===== config.mk =====
export PLATFORM = sky130hd
export DESIGN_NAME = mem_port_arbiter
export DESIGN_NICKNAME = d
export VERILOG_FILES = /design/src/rtl/mem_port_arbiter.sv
export SDC_FILE = /design/constraint.sdc
export NUM_CORES = 1
export LEC_CHECK = 0
export ABC_CLOCK_PERIOD_IN_PS = 1800
export CAP_MARGIN = 25
export CORE_AREA = 2 2 292 294
export CTS_CLUSTER_DIAMETER = 150
export DETAILED_ROUTE_END_ITERATION = 10
export DIE_AREA = 0 0 294 296
export HOLD_SLACK_MARGIN = 0.15
export PLACE_DENSITY = 0.57
export REMOVE_ABC_BUFFERS = 1
export SLEW_MARGIN = 10
export SYNTH_ARGS = -nofsm -noshare
export SYNTH_HDL_FRONTEND = slang
export SYNTH_SLANG_ARGS = --single-unit

===== constraint.sdc =====
create_clock -name clk -period 1.8 [get_ports clk]
set_input_delay 0.36 -clock clk [delete_from_list [all_inputs] [get_ports clk]]
set_output_delay 0.36 -clock clk [all_outputs]
set_load 0.03 [all_outputs]

===== src/rtl/mem_port_arbiter.sv =====
// Two-requester arbiter/sequencer for the shared fixed-latency memory port.
// Define ARB_ROUND_ROBIN_EN for alternating tie-break; default: dcache wins ties.
module mem_port_arbiter #(
  parameter int ADDR_W      = 32,
  parameter int LINE_W      = 128,
  parameter int MEM_LATENCY = 4
) (
  input  logic              clk,
  input  logic              reset,
  input  logic              icache_req,
  input  logic [ADDR_W-1:0] icache_addr,
  input  logic              dcache_req,
  input  logic              dcache_we,
  input  logic [ADDR_W-1:0] dcache_addr,
  input  logic [LINE_W-1:0] dcache_wdata,
  output logic              icache_gnt,
  output logic              dcache_gnt,
  output logic              icache_done,
  output logic              dcache_done,
  output logic [LINE_W-1:0] icache_rdata,
  output logic [LINE_W-1:0] dcache_rdata,
  output logic              mem_req,
  output logic              mem_we,
  output logic [ADDR_W-1:0] mem_addr,
  output logic [LINE_W-1:0] mem_wdata,
  input  logic [LINE_W-1:0] mem_rdata
);

  typedef enum logic [1:0] {
    IDLE,
    GNT_I,
    GNT_D,
    DONE
  } state_t;

  localparam logic [3:0] CNT_INIT = 4'(MEM_LATENCY - 1);

  state_t            state;
  state_t            nxt;
  logic [3:0]        cnt;
  logic              last_gnt;
  logic              pick_d;
  logic              start;
  logic [ADDR_W-1:0] addr_q;
  logic              we_q;
  logic [LINE_W-1:0] wdata_q;

`ifdef ARB_ROUND_ROBIN_EN
  assign pick_d = dcache_req && (!icache_req || !last_gnt);
`else
  assign pick_d = dcache_req;
`endif

  assign start = (state == IDLE) && (icache_req || dcache_req);

  always_comb begin
    nxt = state;
    unique case (state)
      IDLE: begin
        if (pick_d)          nxt = GNT_D;
        else if (icache_req) nxt = GNT_I;
      end
      GNT_I, GNT_D: begin
        if (cnt == 4'd0) nxt = DONE;
      end
      DONE:    nxt = IDLE;
      default: nxt = IDLE;
    endcase
  end

  always_comb begin
    icache_gnt  = (state == GNT_I);
    dcache_gnt  = (state == GNT_D);
    mem_req     = icache_gnt || dcache_gnt;
    icache_done = (state == DONE) && !last_gnt;
    dcache_done = (state == DONE) && last_gnt;
    mem_we      = mem_req && we_q;
    mem_addr    = mem_req ? addr_q : '0;
    mem_wdata   = mem_req ? wdata_q : '0;
  end

  always_ff @(posedge clk) begin
    if (!reset) state <= IDLE;
    else        state <= nxt;
  end

  // last_gnt doubles as the owner of the DONE cycle
  always_ff @(posedge clk) begin
    if (!reset) begin
      cnt          <= '0;
      last_gnt     <= 1'b1;
      addr_q       <= '0;
      we_q         <= 1'b0;
      wdata_q      <= '0;
      icache_rdata <= '0;
      dcache_rdata <= '0;
    end else if (start) begin
      cnt      <= CNT_INIT;
      last_gnt <= pick_d;
      addr_q   <= pick_d ? dcache_addr : icache_addr;
      we_q     <= pick_d && dcache_we;
      wdata_q  <= pick_d ? dcache_wdata : '0;
    end else if (mem_req) begin
      if (cnt != 4'd0) begin
        cnt <= cnt - 4'd1;
      end else if (!we_q) begin
        if (icache_gnt) icache_rdata <= mem_rdata;
        else            dcache_rdata <= mem_rdata;
      end
    end
  end

endmodule

## After elaboration in Yosys (flattened, before gate mapping)

Cells that the tools add are included.

| storage, ports and cells | value |
|---|---|
| output and inout port bits | 422 |
| input bits | 325 |
| logic and storage cells | 51 |
| flip-flop bits (word level) | 424 |

| cells by class | value |
|---|---|
| mux-type cells | 11 |
| add/subtract/negate cells | 1 |
| bitwise gates (word level) | 5 |
| reduce and logical (&&, ||, !) cells | 20 |
| equal/unequal tests | 5 |

Operator list:

| cell | count |
|---|---|
| 128-bit 2-to-1 mux | 2 |
| 32-bit 2-to-1 mux | 2 |
| 2-bit 2-to-1 mux | 6 |
| 5-bit AND reduction | 2 |
| 2-bit one-hot mux with 3 select lines | 1 |
| 2-bit AND reduction | 3 |
| 1-bit logical AND | 5 |
| 1-bit inverter | 5 |
| 2-bit == test, second input constant | 2 |
| 4-bit logical NOT | 1 |
| 2-bit nonzero test | 2 |
| 4-bit nonzero test | 1 |
| 2-bit OR reduction | 2 |
| 4-bit by 1-bit subtractor with 4-bit output, second input constant | 1 |
| 3-bit != test, second input constant | 1 |
| 2-bit by 1-bit == test with 1-bit output, second input constant | 1 |
| 2-bit logical NOT | 1 |
| 1-bit logical OR | 2 |
| 2-bit != test, second input constant | 1 |
| 1-bit logical NOT | 1 |

## Depth between registers and ports, before layout

Gate-level depths: netlist (run 1).

| depth | value |
|---|---|
| depth after elaboration | 4 |
| mapped depth | 9 |
| gate-level depth less buffers | 5 |

## Worst setup path before layout (run 1)

OpenSTA, ideal clock, no wires.

| timing path | value |
|---|---|
| path type | reg-to-output |
| start point | register state[0] |
| end point | output mem_wdata[100] |
| path slack | -0.438 ns |
| data required time | 1.440 ns |
| arrival | 1.878 ns |
| cell stages (with the launch flop) | 7 |
| buffers on the path | 3 |
| path through | dfxtp_1 -> inv_1 -> ha_1 -> buf_4 -> clkbuf_1 -> clkbuf_1 -> and2_1 |

| on the way | value |
|---|---|
| cells in the longest elaborated chain, start to end | 3 |
| elaborated cells on any way between the ends | 4 |
| classes of those cells | 2 x eq/ne; 1 x mux; 1 x reduce/logical |

RTL lines:

| element | RTL line | text |
|---|---|---|
| start, declared | 38 | `state_t state;` |
| start signal, assigned | 84 | `else state <= nxt;` |
| 2-bit by 1-bit == test with 1-bit output / 2-bit == test (equally long branches) | 72, 73 |  |
| 1-bit logical OR * | 74 | `mem_req = icache_gnt \|\| dcache_gnt;` |
| net mem_req | 22 | `output logic mem_req,` |
| 128-bit 2-to-1 mux * | 79 | `mem_wdata = mem_req ? wdata_q : '0;` |
| end, declared | 25 | `output logic [LINE_W-1:0] mem_wdata,` |

Mark *: on every way through the listed nets, which the timed path passes. The rest lies on a longest branch.

## Final worst setup path (run 1)

| timing path | value |
|---|---|
| start point | register state[0] |
| end point | output mem_wdata[63] |

| on the way | value |
|---|---|
| cells in the longest elaborated chain, start to end | 3 |
| elaborated cells on any way between the ends | 4 |
| classes of those cells | 2 x eq/ne; 1 x mux; 1 x reduce/logical |

RTL lines:

| element | RTL line |
|---|---|
| 2-bit by 1-bit == test with 1-bit output / 2-bit == test (equally long branches) | 72, 73 |
| 1-bit logical OR * | 74 |
| 128-bit 2-to-1 mux * | 79 |

Mark *: on every way between the ends. The rest lies on a longest branch, timed or not.

==> results of run 1 <==
worst register-to-register path: stages, from the launching register on:
cell and delay [ns]:
dfxtp_2 0.33, inv_2 0.05, ha_4 0.35, nor3b_2 0.28
nor4b_4 0.29, buf_6 0.25, buf_4 0.27, mux2i_1 0.20
flip-flops by register name, indices dropped and copies added (netlist names):
register      cells
cnt               4
addr_q           32
state             2
wdata_q         128
last_gnt          1
icache_rdata    128
we_q              1
dcache_rdata    128
routing by layer:
layer,vias to the layer above,routed length [um]
met5,-,88
met4,14,1480
met3,99,6800
met2,539,33200
met1,6601,24200
li1,7057,-
area by class of cell:
cell class                 instances  area share, %
sequential                       424           29.5
clock buffer                      77           5.19
antenna                            1        0.00870
inverter                           5         0.0652
timing repair buffer             847           33.6
tap                             1090           4.74
clock inverter                     6          0.244
multi-input combinational       1070           26.6
worst max-delay path by stage:
stage	start	cells after the start	slack [ns]	end
finish	state[0]$_SDFFE_PN0P_	6	-0.53	mem_wdata[63]
global route	state[1]$_SDFFE_PN0P_	6	-0.60	mem_wdata[7]
CTS	state[1]$_SDFFE_PN0P_	6	-0.61	mem_wdata[91]
detailed placement	icache_req	6	-0.35	dcache_rdata[108]$_SDFFE_PN0P_
global placement	icache_req	6	-0.31	dcache_rdata[55]$_SDFFE_PN0P_
floorplan	state[0]$_SDFFE_PN0P_	5	-7.39	dcache_rdata[0]$_SDFFE_PN0P_
what timing repair did:
action | 4_1_cts | 5_1_grt
setup buffers | 4 | 4
endpoints found under the setup margin | 665 | 669
hold buffers | 0 | 0
resized for setup | 132 | 160
cloned | 5 | 14
pin swaps | 18 | 45
power by group:
| part | internal, uW | total (uW) | switching, uW |
|---|---|---|---|
| sequential | 10700 | 11500 | 809 |
| combinational | 8240 | 16500 | 8260 |
| clock | 5780 | 9760 | 3980 |
cell usage in the layout, fill, tap and decap left out, types with 2 or more instances in the layout:
cell	instances
clkbuf_8	14
and2_1	17
inv_2	2
dfxtp_2	2
buf_12	91
buf_16	7
buf_8	5
dlymetal6s2s_1	3
ha_1	4
ha_4	2
nor2_1	2
buf_6	114
clkbuf_1	13
o211a_1	33
dfxtp_1	422
mux2i_1	291
inv_1	3
nand2_1	425
clkbuf_16	58
nand4_1	2
clkdlybuf4s50_1	567
clkinv_2	3
buf_4	51
and2_4	147
a22o_1	129
a21oi_1	2
cells by family after synthesis:
group | after synthesis | share of synthesized area, %
DFF | 424 | 51.4
and+or+nand+nor | 604 | 16.6
muxes | 292 | 17.7
adders and majority gates | 6 | 0.455
buffers and inverters | 140 | 4.66
AOI/OAI and AO/OA | 168 | 9.11
metrics by stage:
step | area [um2] | util (%) | worst slack [ns] | cells
CTS | 28000 | 33.3 | -0.610 | 3504
global placement | 25900 | 30.7 | -0.310 | 3412
floorplan | 15800 | - | -7.39 | 1499
detailed placement | 25900 | 30.7 | -0.349 | 3412
finish | 28800 | 34.2 | -0.534 | 3520
global route | 28800 | 34.2 | -0.601 | 3519
==> impl_metrics.tcl, run 1 <==
set metrics [dict create \
    die_area_um2 87000 \
    slew_viol_final 0 \
    avgSynthCellArea_um2 10.1 \
    hold_slack_ns 0.258 \
    status "complete, but fails checks" \
    whs_endpoint "cnt[1]$_SDFFE_PN0P_" \
    netlist_instances 1634 \
    grt_pass1_wl_mm 92.6 \
    worst_pin_slew_ns 0.451 \
    ant_nets 0 \
    ys.warnings.count 0 \
    leakagePower_uw 0.0113 \
    start_util_pct 19.6 \
    finalWirelength_mm 65.8 \
    crit_chain "inv_2 > ha_4 > clkbuf_16 > clkbuf_16 > and2_4 > buf_8" \
    r2r_slack_ns -0.31 \
    multi_input_area_um2 7650 \
    root_buffer "clkbuf_16" \
    cp-start-kind "flop" \
    num_rows 107 \
    drc 0 \
    synth_ff_type "dfxtp_1" \
    vias 14300 \
    yosys.area.top_type "dfxtp_1" \
    grt_max_degree 73 \
    critical_path_class "reg -> out" \
    area_growth_pct 74.3 \
    period_share_pct 130 \
    ir_drop_mv 0.818 \
    yosysTopAreaCellShare_pct 51.4 \
    timing.rr.start "state[0]$_SDFFE_PN0P_" \
    overflow 0 \
    cp_max_fo 7 \
    slowest_delay_ns 0.35 \
    core-area_um2 84200 \
    layout.nets 2728 \
    cts_made_buffers 49 \
    synthTopCellsByCount "nand2_1, dfxtp_1, mux2i_1" \
    fillCellCount 8532 \
    cp_top_family "buffers and inverters" \
    grt_setup_unrepaired "yes" \
    violations "negative setup slack" \
    htree_levels 2 \
    synth_seq_area_share_pct 51.4 \
    first_pass_iters 4 \
    clock_path_buffers 3 \
    cp_slowest_cell "ha_4" \
    async_flop_share_pct 0 \
    synth_most_common_cell "nand2_1" \
    drt-wirelength-per-cell_um 18.7 \
    power_per_cell_area_nw_per_um2 1310 \
    die_x_um 294 \
    total_power_uw 37800 \
    ys_ff_latch 424 \
    clkTransAtPathRegs_ns 0.06 \
    cts_tree "done" \
    rr_endpoint "dcache_rdata[108]$_SDFFE_PN0P_" \
    critPathBufInv 4 \
    worstSetupEndpointType "output pin" \
    met1_usage_pct 14.6 \
    io_pins 747 \
    drt-initial-drc-count 426 \
    max_clock_freq_mhz 429 \
    worstHoldStart "reset" \
    reg2regPathDepth 7 \
    globalplace.congestion 0.764 \
    use_met2_pct 25.5 \
    use_met3_pct 6.02 \
    synth_cell_types 32 \
    dpl.hpwl_mm 49.0 \
    worst-endpoint-arrival_ns 1.97 \
    regArea_um2 8490 \
    min_period_ns 2.33 \
    grt_usage_pct 13.9 \
    hold_violations 0 \
    busiest_layer "met2" \
    hold_path.class "in -> reg" \
    finalSetupViolations 662 \
    clock_latency_ns 0.57 \
    grt_pass1_vias 14400 \
    worst_ep_required_time_ns 1.44 \
    cts_num_sinks 424 \
    ys_top_cells_by_area "dfxtp_1, mux2i_1, nand2_1, a22o_1, and2_1" \
    antenna_found_initial 14 \
    synth_edf_count 0 \
    cap_viol_max_count 0 \
    syn_area_um2 16500 \
    routed_via_density 4.07 \
    dieHeight_um 296 \
    fin_ws_ns -0.534 \
    holdPathStages 3 \
    final_layout_size_suffix_gt1_share_pct 20.9 \
    crit_top_cell "clkbuf_16" \
    finClkSkew_ns 0.0144 \
    setup_tns_ns -171.90 \
    relSlewSlack_pct 69.8 \
    port_buffers 746 \
]
(Power assumes the default switching activity.)
==> run 2, diff against run 1 <==
--- a/config.mk
+++ b/config.mk
@@ -7,12 +7,14 @@
 export LEC_CHECK = 0
 export ABC_CLOCK_PERIOD_IN_PS = 1800
 export CAP_MARGIN = 25
-export CORE_AREA = 2 2 292 294
+export CELL_PAD_IN_SITES_DETAIL_PLACEMENT = 1
+export CELL_PAD_IN_SITES_GLOBAL_PLACEMENT = 1
+export CORE_AREA = 2 2 293 295
 export CTS_CLUSTER_DIAMETER = 150
 export DETAILED_ROUTE_END_ITERATION = 10
-export DIE_AREA = 0 0 294 296
+export DIE_AREA = 0 0 295 297
 export HOLD_SLACK_MARGIN = 0.15
-export PLACE_DENSITY = 0.57
+export PLACE_DENSITY = 0.68
 export REMOVE_ABC_BUFFERS = 1
 export SLEW_MARGIN = 10
 export SYNTH_ARGS = -nofsm -noshare
==> impl_metrics.tcl, run 2 (same netlist as run 1, synthesis figures left out) <==
set metrics [dict create \
    use_met2_pct 27.3 \
    core-area_um2 84500 \
    drc 0 \
    start_util_pct 19.5 \
    routed_via_density 4.18 \
    cp_max_fo 8 \
    layout_commonest_cell "nand2_1" \
    max_clock_freq_mhz 429 \
    finalSetupViolations 422 \
    violations "negative setup slack" \
    fin_ws_ns -0.533 \
    grt_max_degree 81 \
    antenna_found_initial 13 \
    port_buffers 746 \
    slowest_delay_ns 0.34 \
    area_growth_pct 84.2 \
    placed_cells 3461 \
    layout_common_cells "nand2_1, dfxtp_1, clkdlybuf4s50_1, mux2i_1, dlymetal6s2s_1" \
    clock_latency_ns 0.57 \
    critical_path_class "reg -> out" \
    reg2regPathDepth 9 \
    largest_registers "dcache_rdata x128, icache_rdata x128, wdata_q x128" \
    final_layout_size_suffix_gt1_share_pct 21.9 \
    grt_pass1_wl_mm 99.0 \
    finClkSkew_ns 0.0104 \
    grt_usage_pct 14.6 \
    worst-endpoint-arrival_ns 1.97 \
    critPathBufInv 5 \
    hold_violations 0 \
    drt-wirelength-per-cell_um 20.4 \
    busiest_layer "met2" \
    layout.nets 2761 \
    finalWirelength_mm 73.6 \
    worst_pin_slew_ns 0.493 \
    cp_num_cells 7 \
    min_period_ns 2.33 \
    total_power_uw 38900 \
    relSlewSlack_pct 67.0 \
    leakagePower_uw 0.0163 \
    cts_tree "done" \
    first_pass_iters 5 \
    hold_slack_ns 0.374 \
    cts_made_buffers 48 \
    cp_top_family "buffers and inverters" \
    crit_chain "inv_2 > ha_4 > buf_16 > buf_12 > buf_4 > and2_4 > buf_12" \
    crit_top_cell "buf_12" \
    io_pins 747 \
    num_rows 107 \
    slew_viol_final 0 \
    met1_usage_pct 14.9 \
    die_x_um 295 \
    clock_path_buffers 3 \
    globalplace.congestion 0.808 \
    cp-start-kind "flop" \
    grt_pass1_vias 16100 \
    final_cells 3610 \
    worstSetupEndpointType "output pin" \
    cts_num_sinks 424 \
    dieHeight_um 297 \
    regArea_um2 8490 \
    power_per_cell_area_nw_per_um2 1280 \
    multi_input_area_um2 7720 \
    htree_levels 2 \
    die_area_um2 87600 \
    worst_ep_required_time_ns 1.44 \
    overflow 0 \
    holdPathStages 3 \
    vias 15100 \
    grt_setup_unrepaired "yes" \
    ir_drop_mv 0.795 \
    final_util_pct 36.0 \
    root_buffer "clkbuf_16" \
    fillCellCount 9211 \
    dpl.hpwl_mm 49.7 \
    status "complete, but fails checks" \
    clkTransAtPathRegs_ns 0.06 \
    cap_viol_max_count 0 \
    cp_slowest_cell "dfxtp_2" \
    period_share_pct 130 \
    ant_nets 0 \
    hold_path.class "in -> reg" \
    drt-initial-drc-count 470 \
    use_met3_pct 5.24 \
]
==> run 2: cell types whose count changed in the layout (fill, tap and decap cells not counted), moves of 7 or more <==
| cell | previous run | this run |
|---|---|---|
| clkdlybuf4s50_1 | 567 | 322 |
| and2_4 | 147 | 136 |
| buf_8 | 5 | 21 |
| and2_1 | 17 | 28 |
| buf_16 | 7 | 15 |
| mux2i_2 | 0 | 10 |
| buf_4 | 51 | 30 |
| clkbuf_16 | 58 | 70 |
| buf_12 | 91 | 98 |
| dlymetal6s2s_1 | 3 | 256 |
| mux2i_1 | 291 | 281 |
==> run 2: per-stage QoR <==
step / area (um2) / TNS (ns) / worst slack [ns]
after CTS: 28600 / -234.79 / -0.623
after floorplan: 15800 / -2218.25 / -7.39
after global routing: 30400 / -211.44 / -0.623
after global placement: 25900 / -69.33 / -0.367
final: 30400 / -164.93 / -0.533
after detailed placement: 25900 / -88.28 / -0.387
==> run 2: path summary, 6_finish.rpt <==
check | startpoint | endpoint | slack (ns)
min reg2reg | icache_rdata[108]$_SDFFE_PN0P_ | icache_rdata[108]$_SDFFE_PN0P_ | 0.45
max reg2reg | state[0]$_SDFFE_PN0P_ | dcache_rdata[84]$_SDFFE_PN0P_ | -0.45
min | mem_rdata[66] | dcache_rdata[66]$_SDFFE_PN0P_ | 0.37
max | state[0]$_SDFFE_PN0P_ | mem_wdata[15] | -0.53
==> run 2: what timing repair did <==
| action | in CTS | in global routing |
|---|---|---|
| setup buffers | 15 | 18 |
| gates resized for setup | 230 | 391 |
| endpoints found under the setup margin | 676 | 687 |
| hold buffers | 1 | 0 |
| pin swaps | 15 | 32 |
| endpoints found under the hold margin | 11 | 0 |
| cloned | 10 | 27 |
==> run 2: final cells by class <==
cell class,instances,area share (%)
flip-flops and latches,424,27.9
clock inverters,12,0.399
inverters,5,0.0617
clock buffers,71,4.70
diodes,3,0.0247
well taps,1144,4.71
multi-input cells,1070,25.4
repair buffers,881,36.8
==> run 2: metal layers <==
| metal | vias to the layer above | part of all wire [%] |
|---|---|---|
| li1 | 7109 | - |
| met1 | 7312 | 36 |
| met2 | 544 | 52 |
| met3 | 119 | 8.1 |
| met4 | 18 | 3.6 |
| met5 | - | 0.19 |
==> run 2: report_power, final <==
group / total [uW] / internal [uW] / switching (uW)
clock: 9730 / 5740 / 3990
sequential: 11500 / 10700 / 799
combinational: 17700 / 8830 / 8840
==> run 2: tightest hold or removal path, stage by stage <==
cell,delay [ns]
clkdlybuf4s50_1,0.40
nand2_1,0.08
mux2i_1,0.07
